File: src/rtl/i2s_pkg.sv
// Shared types and sizing helpers for the I2S stream transmitter.
// Imported by the FIFO and the transmitter top.
package i2s_pkg;

    typedef enum logic {
        I2S_PHILIPS   = 1'b0,
        I2S_LEFT_JUST = 1'b1
    } i2s_mode_e;

    function automatic int frame_bits(input int slot_w);
        return 2 * slot_w;
    endfunction

    function automatic int level_w(input int depth);
        return $clog2(depth + 1);
    endfunction

endpackage

File: src/rtl/sample_fifo.sv
// Synchronous stereo-pair FIFO with occupancy level.
// Power-of-two depth lets the pointers wrap naturally.
module sample_fifo
    import i2s_pkg::*;
#(
    parameter int WIDTH = 32,
    parameter int DEPTH = 4
) (
    input  logic                        clk,
    input  logic                        rst_n,
    input  logic                        push,
    input  logic [WIDTH-1:0]            wdata,
    input  logic                        pop,
    output logic [WIDTH-1:0]            rdata,
    output logic                        full,
    output logic                        empty,
    output logic [level_w(DEPTH)-1:0]   level
);

    localparam int AW = (DEPTH > 1) ? $clog2(DEPTH) : 1;
    localparam int LW = level_w(DEPTH);

    logic [WIDTH-1:0] mem_q [DEPTH];
    logic [AW-1:0]    wr_q, rd_q;
    logic [LW-1:0]    cnt_q;
    logic             do_push, do_pop;

    assign full    = (cnt_q == LW'(DEPTH));
    assign empty   = (cnt_q == '0);
    assign do_push = push && !full;
    assign do_pop  = pop && !empty;
    assign rdata   = mem_q[rd_q];
    assign level   = cnt_q;

    always_ff @(posedge clk or negedge rst_n) begin
        if (!rst_n) begin
            wr_q  <= '0;
            rd_q  <= '0;
            cnt_q <= '0;
        end else begin
            if (do_push) wr_q <= wr_q + 1'b1;
            if (do_pop)  rd_q <= rd_q + 1'b1;
            if (do_push && !do_pop)      cnt_q <= cnt_q + 1'b1;
            else if (do_pop && !do_push) cnt_q <= cnt_q - 1'b1;
        end
    end

    always_ff @(posedge clk) begin
        if (do_push) mem_q[wr_q] <= wdata;
    end

endmodule

File: src/rtl/i2s_tx_stream.sv
// I2S / left-justified transmitter: SCLK/LRCLK divider, frame
// shifter and sticky underrun flag fed from a sample-pair FIFO.
module i2s_tx_stream
    import i2s_pkg::*;
#(
    parameter int        SAMPLE_W   = 16,
    parameter int        SLOT_W     = 32,
    parameter int        CLK_DIV    = 2,
    parameter int        FIFO_DEPTH = 4,
    parameter i2s_mode_e MODE       = I2S_PHILIPS
) (
    input  logic                             Clk,
    input  logic                             RESET_N,
    input  logic                             EN,
    input  logic                             s_valid,
    output logic                             s_ready,
    input  logic [SAMPLE_W-1:0]              s_left,
    input  logic [SAMPLE_W-1:0]              s_right,
    input  logic                             underrun_clr,
    output logic                             SCLK,
    output logic                             LRCLK,
    output logic                             I2S_Dout,
    output logic                             underrun,
    output logic [level_w(FIFO_DEPTH)-1:0]   fifo_level
);

    localparam int FW  = frame_bits(SLOT_W);
    localparam int KW  = $clog2(FW);
    localparam int DW  = $clog2(CLK_DIV + 1);
    localparam int PAD = SLOT_W - SAMPLE_W;

    if (SAMPLE_W > SLOT_W || FIFO_DEPTH < 2 || CLK_DIV < 1 ||
        (FIFO_DEPTH & (FIFO_DEPTH - 1)) != 0) begin : g_bad_cfg
        $error("i2s_tx_stream: unsupported parameter set");
    end

    logic                  en_q;
    logic [DW-1:0]         div_q;
    logic [KW-1:0]         k_q, k_d;
    logic [FW-1:0]         sh_q;
    logic                  sclk_q, lr_q, dout_q, urun_q;

    logic                  full, empty;
    logic [2*SAMPLE_W-1:0] rdata;
    logic [SLOT_W-1:0]     lslot, rslot;
    logic [FW-1:0]         frame_d;
    logic                  start, tick, fall, wrap, load;

    assign start = EN && !en_q;
    assign tick  = (div_q == DW'(CLK_DIV - 1));
    assign fall  = EN && tick && sclk_q;
    assign wrap  = fall && (k_q == KW'(FW - 1));
    assign load  = start || wrap;
    assign k_d   = k_q + 1'b1;

    // Samples sit left-aligned in their slot; the pad below is zero.
    assign lslot   = SLOT_W'(rdata[2*SAMPLE_W-1:SAMPLE_W]) << PAD;
    assign rslot   = SLOT_W'(rdata[SAMPLE_W-1:0]) << PAD;
    assign frame_d = empty ? '0 : {lslot, rslot};

    sample_fifo #(
        .WIDTH (2 * SAMPLE_W),
        .DEPTH (FIFO_DEPTH)
    ) u_fifo (
        .clk   (Clk),
        .rst_n (RESET_N),
        .push  (s_valid),
        .wdata ({s_left, s_right}),
        .pop   (load),
        .rdata (rdata),
        .full  (full),
        .empty (empty),
        .level (fifo_level)
    );

    always_ff @(posedge Clk or negedge RESET_N) begin
        if (!RESET_N) begin
            en_q   <= 1'b0;
            div_q  <= '0;
            k_q    <= '0;
            sh_q   <= '0;
            sclk_q <= 1'b0;
            lr_q   <= 1'b0;
            dout_q <= 1'b0;
            urun_q <= 1'b0;
        end else begin
            en_q <= EN;
            if (load && empty)  urun_q <= 1'b1;
            else if (underrun_clr) urun_q <= 1'b0;
            if (!EN) begin
                div_q  <= '0;
                k_q    <= '0;
                sh_q   <= '0;
                sclk_q <= 1'b0;
                lr_q   <= 1'b0;
                dout_q <= 1'b0;
            end else begin
                div_q <= tick ? '0 : div_q + 1'b1;
                if (tick) sclk_q <= !sclk_q;
                if (load) begin
                    k_q  <= '0;
                    lr_q <= 1'b0;
                    // Philips shows the held-back last bit of the old frame first.
                    if (MODE == I2S_LEFT_JUST) begin
                        dout_q <= frame_d[FW-1];
                        sh_q   <= frame_d << 1;
                    end else begin
                        dout_q <= sh_q[FW-1];
                        sh_q   <= frame_d;
                    end
                end else if (fall) begin
                    k_q    <= k_d;
                    lr_q   <= (k_d >= KW'(SLOT_W));
                    dout_q <= sh_q[FW-1];
                    sh_q   <= sh_q << 1;
                end
            end
        end
    end

    assign s_ready  = !full;
    assign SCLK     = sclk_q;
    assign LRCLK    = lr_q;
    assign I2S_Dout = dout_q;
    assign underrun = urun_q;

endmodule
File: config.mk
export PLATFORM = sky130hd
export DESIGN_NAME = i2s_tx_stream
export DESIGN_NICKNAME = d
export VERILOG_FILES = /design/src/rtl/i2s_pkg.sv /design/src/rtl/sample_fifo.sv /design/src/rtl/i2s_tx_stream.sv
export SDC_FILE = /design/constraint.sdc
export NUM_CORES = 1
export LEC_CHECK = 0
export ABC_AREA = 1
export BUFFER_PORTS_ARGS = -buffer_cell sky130_fd_sc_hd__buf_4
export CAP_MARGIN = 20
export CELL_PAD_IN_SITES_DETAIL_PLACEMENT = 1
export CELL_PAD_IN_SITES_GLOBAL_PLACEMENT = 2
export CORE_MARGIN = 2
export CORE_UTILIZATION = 42
export CTS_CLUSTER_SIZE = 16
export DETAILED_ROUTE_END_ITERATION = 8
export HOLD_SLACK_MARGIN = 0.08
export PLACE_DENSITY = 0.81
export REMOVE_ABC_BUFFERS = 1
export SYNTH_ARGS = -nofsm -noshare
export SYNTH_HDL_FRONTEND = slang
export SYNTH_SLANG_ARGS = --single-unit
File: constraint.sdc
create_clock -name Clk -period 6.6 [get_ports Clk]
set_input_delay 1.32 -clock Clk [delete_from_list [all_inputs] [get_ports Clk]]
set_output_delay 1.32 -clock Clk [all_outputs]
set_load 0.01 [all_outputs]
==> impl_metrics.ini, run 1 <==
[synthesis]
synth-seq-cells = 196
synth.avg_cell_area_um2 = 9.51
post_synth_num_cell_types = 28
netlist_area_um2 = 8740
ys_async_sr_fraction = 0.347
synth-edff-count = 128
seq_area_frac_synth = 0.634
synthFlopType = edfxtp_1
ys_warn_count = 0
syn_inst = 919

[routing]
viasPerCell = 4.98
wl_mm = 20.9
drt_iter0_markers = 201
avgRoutedWirePerCell_um = 17.0
vias = 6124
wl_met3_um = 498
m1WireLength_mm = 8.99
firstDrtPassIters = 5
route.detailed.drc = 0
dr_wl_met2_mm = 11.0
ant_nets = 0
top_layer = met4

[power]
p_per_area_nw_per_um2 = 376
p_leak_nw = 4.65
ir_worst_vdd_mv = 0.198

[finish]
fillCellCount = 2319
multiInputGateArea_um2 = 2430
final-seq-area_um2 = 5550
drive_gt1_frac = 0.105
final_core_utilization = 0.484
area_growth_pct = 12.5
nNetsFinal = 990
antenna_cells = 0

[timing]
fin_tns_setup_ps = 0
max_freq_mhz = 322
slew_violations = 0
timing.final.hold_violations = 0
finalClockSkew_ps = 8.68
period_needed_ps = 3100
worst_pin_slew_ps = 1030
maxSlewHeadroom = 0.315
setup_viol = 0
grt_setup_unrepaired = false
final.period_utilization = 0.470

[cts]
clk_path_buf_depth = 2
cts-root-buf = clkbuf_16
cts_resized = 0
cts_setup_buffers = 0
clk_latency_ps = 430
path_clk_slew_ps = 70
cts_tree = done
htreeDepth = 4
ctsHoldBuffers = 0
numCtsBuffers = 17
cts.sink_count = 196

[setup_path]
crit_fanout = 55
critical_path_class = in -> reg
arrival_ps = 3470
crit_slowest_cell = a21oi_4
start_kind = input port
ff2ff_path_depth = 11
crit_chain = buf_4 > nand2_2 > nor2_8 > inv_2 > a21oi_4 > nand2_1 > nand2_1
cpLargestDelayFamily = compound AO/OA/AOI/OAI gates
max_stage_delay_ps = 870
r2r_end = u_fifo.level[1]
worstSetupEndpointType = flop
critPathRequiredTime_ps = 6960
r2r-start = k_q[1]
reg2reg_slack_ps = 4030
path_buf_inv = 2
crit_top_cell = nand2_1

[floorplan]
num_rows = 52
fp.dieH_um = 148
boundaryPins = 45
start_util = 0.431
die_w_um = 148
die_area_um2 = 22000
core_area_um2 = 20300

[grt]
grt_usage = 0.202
grt_max_degree = 69
grt_first_pass_wirelength_mm = 34.2
first_global_vias = 6774
grt-ovfl-total = 0
antenna_found_initial = 0

[hold_path]
hold_depth = 1
hold_path.class = reg -> reg
hp-start = div_q[0]
whs_endpoint = div_q[0]

[run_status]
status = complete, no violations

[run]
drv_cap = 0

[place]
gp_congestion = 0.725
port_buffers = 44
dp_hpwl_mm = 12.5
## registers in the layout (all words and copies together) (netlist names)
name and flops:
I2S_Dout 1, LRCLK 1, SCLK 1, div_q 2
en_q 1, k_q 6, sh_q 48, u_fifo.level 3
u_fifo.mem_q 128, u_fifo.rd_q 2, u_fifo.wr_q 2, underrun 1
## metal layers
| layer | up-vias | GRT usage |
|---|---|---|
| li1 | 2942 | - |
| met1 | 3081 | 0.242 |
| met2 | 73 | 0.373 |
| met3 | 28 | 0.0319 |
| met4 | 0 | 0.0633 |
| met5 | - | 0 |
## Yosys cell counts, types with 6 or more instances
cell type / n / area [um2]
nand3_1: 132 / 661
buf_6: 6 / 67.6
dfrtp_1: 68 / 1700
nand2_1: 329 / 1230
a21oi_1: 21 / 105
ha_1: 6 / 75.1
buf_2: 20 / 100
inv_1: 141 / 529
edfxtp_1: 128 / 3840
nor2_1: 17 / 63.8
clkbuf_1: 13 / 48.8
## worst max-delay path by stage
stage	startpoint	end	slack, ps	cells past startpoint
after floorplan	s_valid	u_fifo.mem_q[0][0]	3360	2
after global placement	EN	I2S_Dout	3120	7
after detailed placement	EN	sh_q[52]	3010	7
after CTS	EN	sh_q[48]	3440	7
after global routing	EN	sh_q[31]	3220	7
final	EN	sh_q[48]	3500	7
## report_power, final
part           internal [mW]  switching (mW)
Clock                  0.555           0.454
Sequential              1.54          0.0740
Combinational          0.310           0.761
## kinds of logic (layout without fill, tap and decap cells)
logic type      Yosys count  in the layout  share of synthesized area
compound gates           30             30                     0.0203
xor+xnor                  7              7                    0.00701
fa+ha+maj                 7              7                     0.0109
buf+inv                 189            229                     0.0909
flops                   196            196                      0.634
simple gates            490            490                      0.237
## through the flow
stage / total power [mW] / hold slack [ps] / area (um2) / worst slack (ps) / std cells
detailed placement: 2.73 / 472 / 9270 / 3010 / 1197
finish: 3.69 / 477 / 9830 / 3500 / 1229
CTS: 3.74 / 473 / 9830 / 3440 / 1229
global placement: 2.66 / 459 / 9250 / 3120 / 1196
floorplan: 2.28 / 448 / 8490 / 3360 / 874
global route: 3.92 / 493 / 9830 / 3220 / 1229
## cell usage in the layout, fill, tap and decap left out, types with 3 or more instances in the layout
cell and count:
nand2_1 329, clkbuf_16 17, xor2_1 5, clkinv_2 3, nand3_1 132, dfrtp_1 67, o21ai_0 5, clkinv_1 3
a21oi_1 21, inv_2 4, nor2_1 13, buf_4 52, nand2_2 4, nor2_4 4, inv_1 140, ha_1 6
edfxtp_1 128
## final cells by class
cell class                      count  share of cell area
Sequential cell                   196               0.564
Tap cell                          270              0.0344
Clock buffer                       18              0.0437
Clock inverter                     14              0.0136
Inverter                          144              0.0550
Timing Repair Buffer               53              0.0417
Multi-Input combinational cell    534               0.247
(Power assumes the default switching activity.)
==> run 2, diff against run 1 <==
--- a/config.mk
+++ b/config.mk
@@ -11,11 +11,11 @@
 export CELL_PAD_IN_SITES_DETAIL_PLACEMENT = 1
 export CELL_PAD_IN_SITES_GLOBAL_PLACEMENT = 2
 export CORE_MARGIN = 2
-export CORE_UTILIZATION = 42
+export CORE_UTILIZATION = 35
 export CTS_CLUSTER_SIZE = 16
 export DETAILED_ROUTE_END_ITERATION = 8
 export HOLD_SLACK_MARGIN = 0.08
-export PLACE_DENSITY = 0.81
+export PLACE_DENSITY = 0.72
 export REMOVE_ABC_BUFFERS = 1
 export SYNTH_ARGS = -nofsm -noshare
 export SYNTH_HDL_FRONTEND = slang
==> constraint.sdc (replaced) <==
create_clock -name Clk -period 2.7 [get_ports Clk]
set_input_delay 0.54 -clock Clk [delete_from_list [all_inputs] [get_ports Clk]]
set_output_delay 0.54 -clock Clk [all_outputs]
set_load 0.01 [all_outputs]
==> impl_metrics.ini, run 2 (same netlist as run 1, synthesis figures left out) <==
[run_status]
status = complete, no violations

[finish]
top_register = u_fifo.mem_q
area_growth_pct = 15.3
layout.cells.most_common = nand2_1
fin_cells = 1296
top_regs = u_fifo.mem_q x128, sh_q x48, k_q x6
nNetsFinal = 1003
largest_reg_flops = 128
final_cell_mix = nand2_1 (329), inv_1 (140), nand3_1 (132), edfxtp_1 (128), dfrtp_1 (67)
antenna_cells = 0
fillCellCount = 2818
drive_gt1_frac = 0.120

[floorplan]
num_rows = 57
die_area_um2 = 26300
fp.dieH_um = 162
start_util = 0.358
core_area_um2 = 24400
die_w_um = 162
boundaryPins = 45

[grt]
grt_first_pass_wirelength_mm = 33.5
grt_usage = 0.164
antenna_found_initial = 0
grt.met2_usage = 0.284
grt_util_met1 = 0.218
busiest_layer = met2
grt_max_degree = 44
grtUsageMet3 = 0.0286
grt-ovfl-total = 0
first_global_vias = 6381

[routing]
avgRoutedWirePerCell_um = 15.5
wl_mm = 20.1
route.detailed.drc = 0
vias = 5984
ant_nets = 0
drt_iter0_markers = 280
viasPerCell = 4.62
firstDrtPassIters = 4

[timing]
max_freq_mhz = 460
slew_violations = 0
final.period_utilization = 0.805
setup_viol = 0
worst_pin_slew_ps = 553
grt_setup_unrepaired = false
maxSlewHeadroom = 0.631
finalClockSkew_ps = 10.6
timing.final.hold_violations = 0
hold_slack_ps = 253
period_needed_ps = 2170

[setup_path]
crit_fanout = 4
ff2ff_path_depth = 12
start_kind = flop
r2r_end = u_fifo.level[2]
worstSetupEndpointType = flop
arrival_ps = 2470
critical_path_class = reg -> reg
r2r-start = k_q[0]
cp-startpoint = k_q[0]
critPathRequiredTime_ps = 3000
reg2reg_slack_ps = 530
crit_end = u_fifo.level[2]

[place]
dp_hpwl_mm = 11.8
gp_congestion = 0.691
placed_cells = 1263
port_buffers = 44

[cts]
clk_path_buf_depth = 2
htreeDepth = 4
cts-root-buf = clkbuf_16
numCtsBuffers = 17
cts.sink_count = 196
cts_setup_buffers = 0
cts_tree = done
clk_latency_ps = 430
path_clk_slew_ps = 80

[run]
drv_cap = 0

[power]
p_leak_nw = 4.75
swShare = 0.347
combPwrFrac = 0.286
pwr-share-seq = 0.437
p_int_mw = 5.91
netSwitchingPower_mw = 3.14
p_per_area_nw_per_um2 = 897
ir_worst_vdd_mv = 0.435
power.share.clock = 0.277

[hold_path]
hp-start = EN
hold_path.class = in -> reg
## run 2: layout make-up
| type | instances | area [um2] | share of cell area |
|---|---|---|---|
| Clock inverter | 13 | 109 | 0.0108 |
| Multi-Input combinational cell | 534 | 2430 | 0.241 |
| Inverter | 144 | 541 | 0.0536 |
| Tap cell | 324 | 405 | 0.0402 |
| Timing Repair Buffer | 66 | 573 | 0.0568 |
| Clock buffer | 19 | 475 | 0.0472 |
| Sequential cell | 196 | 5550 | 0.550 |
## run 2: worst min path at each step
stage / end / slack [ps] / cells past startpoint
2_1_floorplan: I2S_Dout / 240 / 0
3_3_place_gp: div_q[0] / 460 / 1
3_5_place_dp: div_q[0] / 470 / 1
4_1_cts: en_q / 220 / 1
5_1_grt: en_q / 240 / 1
6_report: en_q / 250 / 1
## run 2: what timing repair did
item                      4_1_cts  5_1_grt
hold endpoints to repair       29        0
resized for setup               0        0
hold buffers                    1        0
## run 2: critical path, stage by stage, from the launching register on
cell     delay [ps]
dfrtp_1         420
ha_1            230
nand3_1         120
nor2_2           70
nand2_2          70
nand2_4          50
nand2_2          90
ha_1            150
inv_1            60
fa_1            370
a21oi_1         140
o21ai_0         110
xor2_1          160
## run 2: power by group through the flow
| stage | Sequential, mW | Clock, mW | Combinational (mW) |
|---|---|---|---|
| detailed placement | 4.02 | 0 | 2.69 |
| global route | 4.01 | 2.69 | 3.01 |
| floorplan | 4.11 | 0 | 1.46 |
| finish | 3.96 | 2.50 | 2.59 |
| global placement | 4.01 | 0 | 2.66 |
| CTS | 3.96 | 2.59 | 2.70 |
## run 2: metal layers
| layer | vias to the layer above | routed length (um) |
|---|---|---|
| li1 | 2979 | - |
| met1 | 2944 | 9660 |
| met2 | 52 | 9930 |
| met3 | 9 | 421 |
| met4 | 0 | 119 |
| met5 | - | 0 |
## run 2: metrics by stage
stage | power [mW] | setup TNS (ps) | cell area, um2 | setup slack (ps) | util
final | 9.05 | 0 | 10100 | 526 | 0.413
after global routing | 9.71 | 0 | 10100 | 290 | 0.413
after CTS | 9.25 | 0 | 10100 | 504 | 0.413
after detailed placement | 6.71 | 0 | 9490 | 415 | 0.389
after global placement | 6.67 | 0 | 9490 | 431 | 0.389
after floorplan | 5.57 | -8740 | 8490 | -297 | -
